### config.mk
export PLATFORM = sky130hd
export DESIGN_NAME = mm_job_sched
export DESIGN_NICKNAME = d
export VERILOG_FILES = /design/src/rtl/mm_pkg.sv /design/src/rtl/mm_cmd_fifo.sv /design/src/rtl/mm_job_sched.sv
export SDC_FILE = /design/constraint.sdc
export NUM_CORES = 1
export LEC_CHECK = 0
export CAP_MARGIN = 5
export CELL_PAD_IN_SITES_DETAIL_PLACEMENT = 0
export CELL_PAD_IN_SITES_GLOBAL_PLACEMENT = 2
export CORE_UTILIZATION = 38
export CTS_BUF_LIST = sky130_fd_sc_hd__clkbuf_4
export DETAILED_ROUTE_END_ITERATION = 16
export MAX_ROUTING_LAYER = met4
export PLACE_DENSITY_LB_ADDON = 0.1
export REMOVE_ABC_BUFFERS = 1
export SLEW_MARGIN = 20
export SYNTH_ARGS = -nofsm -noshare
export SYNTH_HDL_FRONTEND = slang
export SYNTH_HIERARCHICAL = 1
export SYNTH_SLANG_ARGS = --single-unit
### constraint.sdc
create_clock -name clk -period 2.5 [get_ports clk]
set_clock_uncertainty 0.05 [all_clocks]
set_input_delay 0.375 -clock clk [delete_from_list [all_inputs] [get_ports clk]]
set_output_delay 0.375 -clock clk [all_outputs]
set_load 0.005 [all_outputs]
### src/rtl/mm_pkg.sv
`default_nettype none
// ============================================================================
// Module      : mm_pkg
// Description : Shared types and controller state codes for the matrix-multiply
//               job scheduler.
// Revision    : 1.0 - initial release
// ============================================================================
package mm_pkg;

    typedef enum logic [2:0] {
        IDLE = 3'd0,
        AS   = 3'd1,
        SA   = 3'd2,
        SB   = 3'd3,
        BS   = 3'd4
    } mode_e;

    localparam logic [3:0] ST_FREE        = 4'd0;
    localparam logic [3:0] ST_AS_WAITHASH = 4'd3;
    localparam logic [3:0] ST_SA_WAITHASH = 4'd7;
    localparam logic [3:0] ST_DEBUG       = 4'd15;

    typedef enum logic [2:0] {
        S_IDLE    = 3'd0,
        S_FETCH   = 3'd1,
        S_START   = 3'd2,
        S_RELEASE = 3'd3,
        S_RUN     = 3'd4,
        S_HASH    = 3'd5,
        S_DONE    = 3'd6
    } sched_st_e;

    function automatic logic mode_legal(input logic [2:0] mode);
        return (mode >= 3'd1) && (mode <= 3'd4);
    endfunction

    // Controller parks in one of these codes waiting for HASH_ready.
    function automatic logic is_parked(input logic [3:0] cs);
        return (cs == ST_AS_WAITHASH) || (cs == ST_SA_WAITHASH);
    endfunction

endpackage
`default_nettype wire

### src/rtl/mm_cmd_fifo.sv
`default_nettype none
// ============================================================================
// Module      : mm_cmd_fifo
// Description : Show-ahead synchronous FIFO holding queued scheduler commands.
// Revision    : 1.0 - initial release
// ============================================================================
module mm_cmd_fifo #(
    parameter int WIDTH = 13,
    parameter int DEPTH = 4
) (
    input  logic             clk,
    input  logic             rst_n,
    input  logic             push,
    input  logic [WIDTH-1:0] push_data,
    input  logic             pop,
    output logic [WIDTH-1:0] pop_data,
    output logic             full,
    output logic             empty
);
    localparam int              c_ADDR_W = $clog2(DEPTH);
    localparam logic [c_ADDR_W:0] c_DEPTH = (c_ADDR_W + 1)'(DEPTH);

    logic [WIDTH-1:0]    r_mem [DEPTH];
    logic [c_ADDR_W-1:0] r_wr_ptr;
    logic [c_ADDR_W-1:0] r_rd_ptr;
    logic [c_ADDR_W:0]   r_count;
    logic                w_push;
    logic                w_pop;

    assign w_push   = push && !full;
    assign w_pop    = pop && !empty;
    assign full     = (r_count == c_DEPTH);
    assign empty    = (r_count == '0);
    assign pop_data = r_mem[r_rd_ptr];

    always_ff @(posedge clk) begin
        if (w_push) begin
            r_mem[r_wr_ptr] <= push_data;
        end
    end

    always_ff @(posedge clk or negedge rst_n) begin
        if (!rst_n) begin
            r_wr_ptr <= '0;
            r_rd_ptr <= '0;
            r_count  <= '0;
        end else begin
            if (w_push) begin
                r_wr_ptr <= r_wr_ptr + c_ADDR_W'(1);
            end
            if (w_pop) begin
                r_rd_ptr <= r_rd_ptr + c_ADDR_W'(1);
            end
            case ({w_push, w_pop})
                2'b10:   r_count <= r_count + (c_ADDR_W + 1)'(1);
                2'b01:   r_count <= r_count - (c_ADDR_W + 1)'(1);
                default: r_count <= r_count;
            endcase
        end
    end

endmodule
`default_nettype wire

### src/rtl/mm_job_sched.sv
`default_nettype none
// ============================================================================
// Module      : mm_job_sched
// Description : Queues host matrix jobs and sequences them through the
//               multiply controller and the HASH generator handshake.
// Revision    : 1.0 - initial release
// ============================================================================
module mm_job_sched
    import mm_pkg::*;
#(
    parameter int FIFO_DEPTH = 4,
    parameter int BLK_W      = 10
) (
    input  logic             clk,
    input  logic             rst_n,
    input  logic             cmd_valid,
    output logic             cmd_ready,
    input  logic [2:0]       cmd_mode,
    input  logic [BLK_W-1:0] cmd_blocks,
    output logic [2:0]       mem_mode,
    output logic             calc_init,
    output logic             HASH_ready,
    input  logic [3:0]       core_state,
    output logic             hash_req,
    input  logic             hash_ack,
    output logic             job_done,
    output logic             job_err,
    output logic             busy,
    output logic [BLK_W-1:0] blocks_done
);
    localparam int c_ENTRY_W = 3 + BLK_W;

    sched_st_e          r_state;
    logic [2:0]         r_mode;
    logic [BLK_W-1:0]   r_target;
    logic [3:0]         r_core_state_q;

    logic               w_full;
    logic               w_empty;
    logic               w_pop;
    logic [c_ENTRY_W-1:0] w_head;
    logic [2:0]         w_head_mode;
    logic [BLK_W-1:0]   w_head_blocks;
    logic               w_block_event;
    logic               w_ack;
    logic [BLK_W-1:0]   w_blocks_inc;

    assign cmd_ready     = !w_full;
    assign w_pop         = (r_state == S_IDLE) && !w_empty;
    assign w_head_mode   = w_head[c_ENTRY_W-1 -: 3];
    assign w_head_blocks = w_head[BLK_W-1:0];
    assign w_ack         = hash_req && hash_ack;
    assign w_block_event = is_parked(core_state) && !is_parked(r_core_state_q);
    assign w_blocks_inc  = (blocks_done == '1) ? blocks_done : blocks_done + BLK_W'(1);

    mm_cmd_fifo #(
        .WIDTH (c_ENTRY_W),
        .DEPTH (FIFO_DEPTH)
    ) u_cmd_fifo (
        .clk       (clk),
        .rst_n     (rst_n),
        .push      (cmd_valid && cmd_ready),
        .push_data ({cmd_mode, cmd_blocks}),
        .pop       (w_pop),
        .pop_data  (w_head),
        .full      (w_full),
        .empty     (w_empty)
    );

    always_ff @(posedge clk or negedge rst_n) begin
        if (!rst_n) begin
            r_state        <= S_IDLE;
            r_mode         <= '0;
            r_target       <= '0;
            r_core_state_q <= '0;
            mem_mode       <= '0;
            calc_init      <= 1'b0;
            HASH_ready     <= 1'b0;
            hash_req       <= 1'b0;
            job_done       <= 1'b0;
            job_err        <= 1'b0;
            busy           <= 1'b0;
            blocks_done    <= '0;
        end else begin
            calc_init      <= 1'b0;
            HASH_ready     <= 1'b0;
            job_done       <= 1'b0;
            job_err        <= 1'b0;
            r_core_state_q <= core_state;
            case (r_state)
                S_IDLE: begin
                    if (!w_empty) begin
                        r_mode      <= w_head_mode;
                        r_target    <= w_head_blocks;
                        blocks_done <= '0;
                        if (!mode_legal(w_head_mode)) begin
                            job_err <= 1'b1;
                        end else if (w_head_blocks == '0) begin
                            job_done <= 1'b1;
                        end else begin
                            hash_req <= 1'b1;
                            busy     <= 1'b1;
                            r_state  <= S_FETCH;
                        end
                    end
                end
                S_FETCH: begin
                    if (w_ack) begin
                        hash_req <= 1'b0;
                        r_state  <= S_START;
                    end
                end
                S_START: begin
                    mem_mode  <= r_mode;
                    calc_init <= 1'b1;
                    r_state   <= S_RELEASE;
                end
                S_RELEASE: begin
                    // A controller left parked by the previous job needs a kick.
                    HASH_ready <= is_parked(core_state);
                    r_state    <= S_RUN;
                end
                S_RUN: begin
                    if (w_block_event) begin
                        blocks_done <= w_blocks_inc;
                        if (w_blocks_inc == r_target) begin
                            job_done <= 1'b1;
                            r_state  <= S_DONE;
                        end else begin
                            hash_req <= 1'b1;
                            r_state  <= S_HASH;
                        end
                    end
                end
                S_HASH: begin
                    if (w_ack) begin
                        hash_req   <= 1'b0;
                        HASH_ready <= 1'b1;
                        r_state    <= S_RUN;
                    end
                end
                S_DONE: begin
                    busy    <= 1'b0;
                    r_state <= S_IDLE;
                end
                default: begin
                    hash_req <= 1'b0;
                    busy     <= 1'b0;
                    r_state  <= S_IDLE;
                end
            endcase
        end
    end

endmodule
`default_nettype wire

-- Yosys cells after proc, flatten, opt, wreduce, memory -nomap -nowiden
Memories as Yosys holds them, arrays and structs flattened.
Index checks and enable logic that the tools add are counted.
- RAM bits: 52
- word-level logic and storage cells: 109
- input port bits: 21
- bits in latches: 0
- output and inout port bits: 20
- flip-flop bits (word level): 46
- memory bits (read-only): 0
- memories kept: 1
- reduce and logical (&&, ||, !) cells: 25
- shift-type cells: 0
- $lt $le $gt $ge: 2
- bitwise logic cells: 3
- multiplexer cells: 35
- $add $sub $neg: 5
- equality and inequality tests: 23
- $mul: 0
- divide/modulo/power cells: 0
- memories (memory ; depth ; width ; read ports ; clocked after Yosys merged registers in ; wr ports ; RTL line ; text):
    u_cmd_fifo.r_mem ; 4 ; 13 ; 1 ; 0 ; 1 ; mm_cmd_fifo.sv:23 ; logic [WIDTH-1:0] r_mem [DEPTH];
- operators with widths (operator ; count):
    two-way mux 10 bit ; 3
    case mux 10 bit (2 select lines) ; 1
    two-way mux 1 bit ; 18
    two-way mux 3 bit ; 6
    case mux 3 bit (6 select lines) ; 1
    == test 3 bit, second input constant ; 4
    inequality test 2 bit, second input constant ; 6
    adder 10 x 1 -> 10 bit, second input constant ; 1
    == test 10 bit ; 1
    == test 10 bit, second input constant ; 1
    zero test 10 bit ; 1
    == test 4 x 2 -> 1 bit, second input constant ; 2
    == test 4 x 3 -> 1 bit, second input constant ; 2
    logical AND 1 bit ; 7
    AND reduction 7 bit ; 1
    == test 3 x 2 -> 1 bit, second input constant ; 2
    zero test 3 bit ; 2
    case mux 1 bit (2 select lines) ; 3
    case mux 3 bit (2 select lines) ; 1
    AND reduction 6 bit ; 1
    OR reduction 5 bit ; 1
    adder 2 x 1 -> 2 bit, second input constant ; 2
    inequality test 2 x 1 -> 1 bit, second input constant ; 2
    case mux 1 bit (4 select lines) ; 1
    17 further kinds ; 23

-- Logic depth before layout (Yosys ltp)
- depth in word-level cells: 6
- depth in mapped cells: 10

-- By module
The synthesis kept the hierarchy.
- modules (own cells, without submodules) (module ; seq. area each (µm²) ; instances ; cells each ; area each (µm²)):
    mm_cmd_fifo ; 1736.7 ; 1 ; 105 ; 2334.7
    mm_job_sched ; 950.9 ; 1 ; 224 ; 2229.6

-- Worst setup path after synthesis
OpenSTA, ideal clock, no wires.
- path type: register to register
- start point: reg r_state[1]
- end point: reg u_cmd_fifo.r_count[2]
- library setup time: 0.079 ns
- cell stages (with the launch flop): 11
- slack: -0.190 ns
- required time: 2.371 ns
- path buffers: 2
- arrival time: 2.561 ns
- cell sequence: dfrtp_1 > clkbuf_1 > nor4_2 > buf_6 > o31a_1 > ha_1 > inv_1 > fa_1 > xor2_1 > nor2_1 > xor2_1
- cells in the longest elaborated chain, start to end: 5
- elaborated cells on any way between the ends: 7
- those cells by class: eq/ne (2); mux (1); reduce/logical (4)
- RTL lines (item ; RTL line ; text):
    start, declared ; mm_job_sched.sv:33 ; sched_st_e r_state;
    start signal, assigned ; mm_job_sched.sv:72 ; r_state <= S_IDLE;
    start signal, assigned ; mm_job_sched.sv:103 ; r_state <= S_FETCH;
    start signal, assigned ; mm_job_sched.sv:110 ; r_state <= S_START;
    zero test 3 bit * ; mm_job_sched.sv:49 ; assign w_pop = (r_state == S_IDLE) && !w_empty;
    logical AND 1 bit * ; mm_job_sched.sv:49 ;
    net w_pop ; mm_job_sched.sv:40 ; logic w_pop;
    logical AND 1 bit * ; mm_cmd_fifo.sv:31 ; assign w_pop = pop && !empty;
    net u_cmd_fifo.w_pop ; mm_cmd_fifo.sv:28 ; logic w_pop;
    == test 2 x 1 -> 1 bit or == test 2 bit (tied branches) ; mm_cmd_fifo.sv:54 ; case ({w_push, w_pop})
    case mux 3 bit (2 select lines) or nonzero test 2 bit (tied branches) ; n/a ;
    end signal, assigned ; mm_cmd_fifo.sv:55 ; 2'b10: r_count <= r_count + (c_ADDR_W + 1)'(1);
    end signal, assigned ; mm_cmd_fifo.sv:56 ; 2'b01: r_count <= r_count - (c_ADDR_W + 1)'(1);
    end signal, assigned ; mm_cmd_fifo.sv:57 ; default: r_count <= r_count;
    end, declared ; mm_cmd_fifo.sv:26 ; logic [c_ADDR_W:0] r_count;
The timed path passes the listed nets; every way through them passes the cells marked *.
A chain may end at the register's enable or synchronous reset.

-- Final worst setup path
- start point: reg blocks_done[0]
- end point: reg r_state[1]
- cells in the longest elaborated chain, start to end: 6
- elaborated cells on any way between the ends: 7
- those cells by class: add/sub (1); eq/ne (2); mux (4)
- RTL lines (item ; RTL line ; text):
    start, declared ; mm_job_sched.sv:29 ; output logic [BLK_W-1:0] blocks_done
    start signal, assigned ; mm_job_sched.sv:125 ; blocks_done <= w_blocks_inc;
    adder 10 x 1 -> 10 bit or == test 10 bit (tied branches) ; mm_job_sched.sv:54 ; assign w_blocks_inc = (blocks_done == '1) ? blocks_done : blocks_done + BLK_W'(1);
    two-way mux 10 bit * ; mm_job_sched.sv:54 ;
    == test 10 bit * ; mm_job_sched.sv:126 ; if (w_blocks_inc == r_target) begin
    two-way mux 2 bit * ; mm_job_sched.sv:126 ;
    two-way mux 3 bit * ; mm_job_sched.sv:124 ; if (w_block_event) begin
    case mux 3 bit (6 select lines) * ; mm_job_sched.sv:90 ; case (r_state)
    end signal, assigned ; mm_job_sched.sv:121 ; r_state <= S_RUN;
    end signal, assigned ; mm_job_sched.sv:128 ; r_state <= S_DONE;
    end signal, assigned ; mm_job_sched.sv:131 ; r_state <= S_HASH;
Every way passes the cells marked *; elsewhere a longest branch is shown, timed or not. The select of a mux whose other input is x is not followed.

==> impl_results.md <==
- Cell repeated most along the worst path: sky130_fd_sc_hd__or4b_4
- Pre-CTS setup slack: 8.47 ps
- Most area-hungry cell type in the Yosys netlist: sky130_fd_sc_hd__edfxtp_1
- Final sum of negative setup slack: 0 ps
- Antenna violations before repair: 0
- Max-slew violation total from the final report: 0
- Flip-flop cell with the highest count after synthesis: sky130_fd_sc_hd__edfxtp_1
- Critical Path RT: 2860 ps
- Result of the run: finished with violations
- GRT Overall Usage: 0.171
- Wire length of the first global-routing pass: 15500 um
- Weighted congestion at the end of routability-driven global placement: 0.822
- Setup repair after global routing missed its margin: no
- Setup violation total in the final timing report: 0
- Via count of the first global-routing pass: 2916
- Highest-delay cell along the critical path: sky130_fd_sc_hd__or4b_4
- Number of synthesized register bits: 97
- TritonCTS clock tree: built
- FF-to-FF setup slack: 120 ps
- Residual antenna-violating net count after detailed routing: 0
- Worst-case clock buffer depth: 2
- Number of max-cap violations: 0
- Die Y-Extent: 112 um
- Placeable Area: 11600 sq um
- Startpoint-to-endpoint class of the critical path: reg -> reg
- Effective utilization at floorplan: 0.395
- Levels on crit path: 7
- Worst VDD drop: 453 uV
- Post-detailed-routing wire length: 9320 um
- Commonest cells after routing, fill and taps aside: 52 x sky130_fd_sc_hd__edfxtp_1, 42 x sky130_fd_sc_hd__dfrtp_1, 40 x sky130_fd_sc_hd__buf_4
- Number of unique standard cell types used by synthesis: 65
- Final core utilization: 0.479
- Total buffers and inverters traversed by the critical path: 1
- Total power draw: 4070 uW
- Layout net count: 434
- Maximum achievable frequency: 419 MHz
- Filler instances: 1035
- Crit-path leading delay family: simple AND/OR/NAND/NOR gates
- Maximum number of pins on one net before global-route repair: 25
- Class of the tightest hold or removal check: in -> async
- # H-tree levels: 3
- Synthesized area: 4560 sq um
- Syn Inst Count: 329
- Clock latency on the worst-skew pair: 470 ps
- Maximum fanout encountered on the critical timing path: 6
- Share of async-settable or async-resettable flops after synthesis: 0.464
- TritonCTS buffer count: 9
- Routed vias: 2881
- Areal power density over the cells: 734 nW/um^2
- Synthesized area per cell: 13.9 sq um
- Count of TritonRoute iterations in the first routing pass: 12
- Transition time at the pin with the least slew margin: 642 ps
- Antenna diode instance count: 0
- Arrival time reported for the critical path endpoint: 2740 ps
- Port Buffers: 39
- Count of warnings emitted by yosys: 6
- Critical register-to-register path startpoint: blocks_done[0]
- Fraction of the cycle the final worst path needs: 0.954
- Post-detailed-placement half-perimeter wirelength: 6710 um
- Final global-route overflow total: 0
- Tightest slew margin relative to the limit: 0.569
- Root buffer cell: sky130_fd_sc_hd__clkbuf_4
- Total number of clock tree sinks: 97
- Worst setup path endpoint: r_state[1]
- WL/cell: 16.8 um
- Area share of the largest cell type after synthesis: 0.342
- Time the worst path needs with I/O delays and setup: 2380 ps
- Leading cell type in the layout, fill and taps excluded: sky130_fd_sc_hd__edfxtp_1
- Site Rows: 39
- Number of enable flip-flop cells after synthesis: 52
- FF-to-FF End: r_state[1]
- X dimension of the die: 112 um
- Clock edge transition at the registers on the reported setup and hold paths: 160 ps
- Cell-by-cell listing of the critical path: buf_4 -> and4_1 -> a31oi_2 -> nor3_1 -> or4b_4 -> or4b_4 -> o21ai_2
- Total leakage power: 0.00218 uW
- Launch point of the critical path: blocks_done[0]
- Critical Path Start Type: flip-flop
- Die Outline Area: 12500 sq um
- Final hold violations: 0
- Share of final-layout standard cells stronger than drive strength 1: 0.268
- Endpoint class of the critical path: flip-flop
- Violation count after the first detailed-route iteration: 162
- Register area share after synthesis: 0.589
- Final Worst Setup Slack: 115 ps
- Peak per-stage delay on the critical path: 560 ps
- Worst Reg2Reg Path Length in Cells: 7
- Leading post-synthesis cells by cell area: sky130_fd_sc_hd__edfxtp_1 34%, sky130_fd_sc_hd__dfrtp_1 25%, sky130_fd_sc_hd__mux2_2 4.2%
- Failing checks: DRC
- Ports: 41
- Detailed-route vias per instance: 5.20
- Cell Area, Placed: 5320 sq um
- P&R area growth vs syn: 21.5%
- Final std cell area, no fill: 5550 sq um
- DRC violation count after routing: 4
cells in the mapped netlist, types with 5 or more instances:
library cell and n:
sky130_fd_sc_hd__mux4_2 8, sky130_fd_sc_hd__ha_1 6, sky130_fd_sc_hd__dfrtp_1 45, sky130_fd_sc_hd__inv_1 14, sky130_fd_sc_hd__mux2_2 17, sky130_fd_sc_hd__edfxtp_1 52
sky130_fd_sc_hd__and2_1 7, sky130_fd_sc_hd__buf_2 5, sky130_fd_sc_hd__nor2_1 20, sky130_fd_sc_hd__o21ai_0 13, sky130_fd_sc_hd__a21oi_1 18, sky130_fd_sc_hd__mux4_1 5
sky130_fd_sc_hd__nand2_1 14, sky130_fd_sc_hd__xnor2_1 8, sky130_fd_sc_hd__a31oi_1 8
logic make-up (layout without fill, tap and decap cells):
logic type	Yosys count	count (layout)	share of synthesized area
compound gates	68	68	0.101
xor+xnor	13	13	0.0280
fa+ha+maj	7	7	0.0208
buf+inv	30	112	0.0370
flops	97	97	0.589
mux	34	34	0.120
simple gates	80	80	0.104
flip-flops by register name, indices dropped and copies added, names as in the netlist, 3 cells and up:
| signal | cells |
|---|---|
| r_core_state_q | 3 |
| u_cmd_fifo/r_count | 3 |
| blocks_done | 10 |
| r_target | 10 |
| u_cmd_fifo/r_mem | 52 |
| r_state | 3 |
| r_mode | 3 |
| mem_mode | 3 |
routing by layer:
layer	vias to the layer above	global-route usage	share of wire
met5	-	-	0
li1	1400	-	-
met2	46	0.260	0.48
met4	0	0.0712	0.019
met3	14	0.0430	0.031
met1	1421	0.219	0.47
metrics by stage:
step / hold slack [ps] / cells
after detailed placement: 151 / 532
after CTS: 118 / 549
after floorplan: 29.4 / 313
after global placement: 146 / 532
final: 171 / 554
after global routing: 136 / 554
power by group:
group	internal [uW]	switching [uW]	total, uW
Combinational	543	550	1090
Sequential	1970	127	2100
Clock	329	552	881
area by class of cell:
type | instances | area [sq um] | area share
Tap cell | 143 | 179 | 0.0323
Sequential cell | 97 | 2690 | 0.485
Multi-Input combinational cell | 202 | 1740 | 0.314
Timing Repair Buffer | 82 | 736 | 0.133
Clock inverter | 6 | 71.3 | 0.0129
Clock buffer | 10 | 75.1 | 0.0135
Inverter | 14 | 52.6 | 0.00948
worst min path at each step:
stage / from / end
2_1_floorplan: rst_n / HASH_ready
3_3_place_gp: rst_n / blocks_done[7]
3_5_place_dp: rst_n / blocks_done[7]
4_1_cts: rst_n / blocks_done[7]
5_1_grt: rst_n / blocks_done[7]
6_report: rst_n / blocks_done[7]
repair_timing:
item | in CTS | in global routing
endpoints found under the setup margin | 1 | 5
hold buffers | 1 | 0
hold endpoints to repair | 45 | 0
resized for setup | 1 | 9
pin swaps | 0 | 4
setup buffers | 0 | 5
No activity file was read; power rests on OpenSTA's default activity.
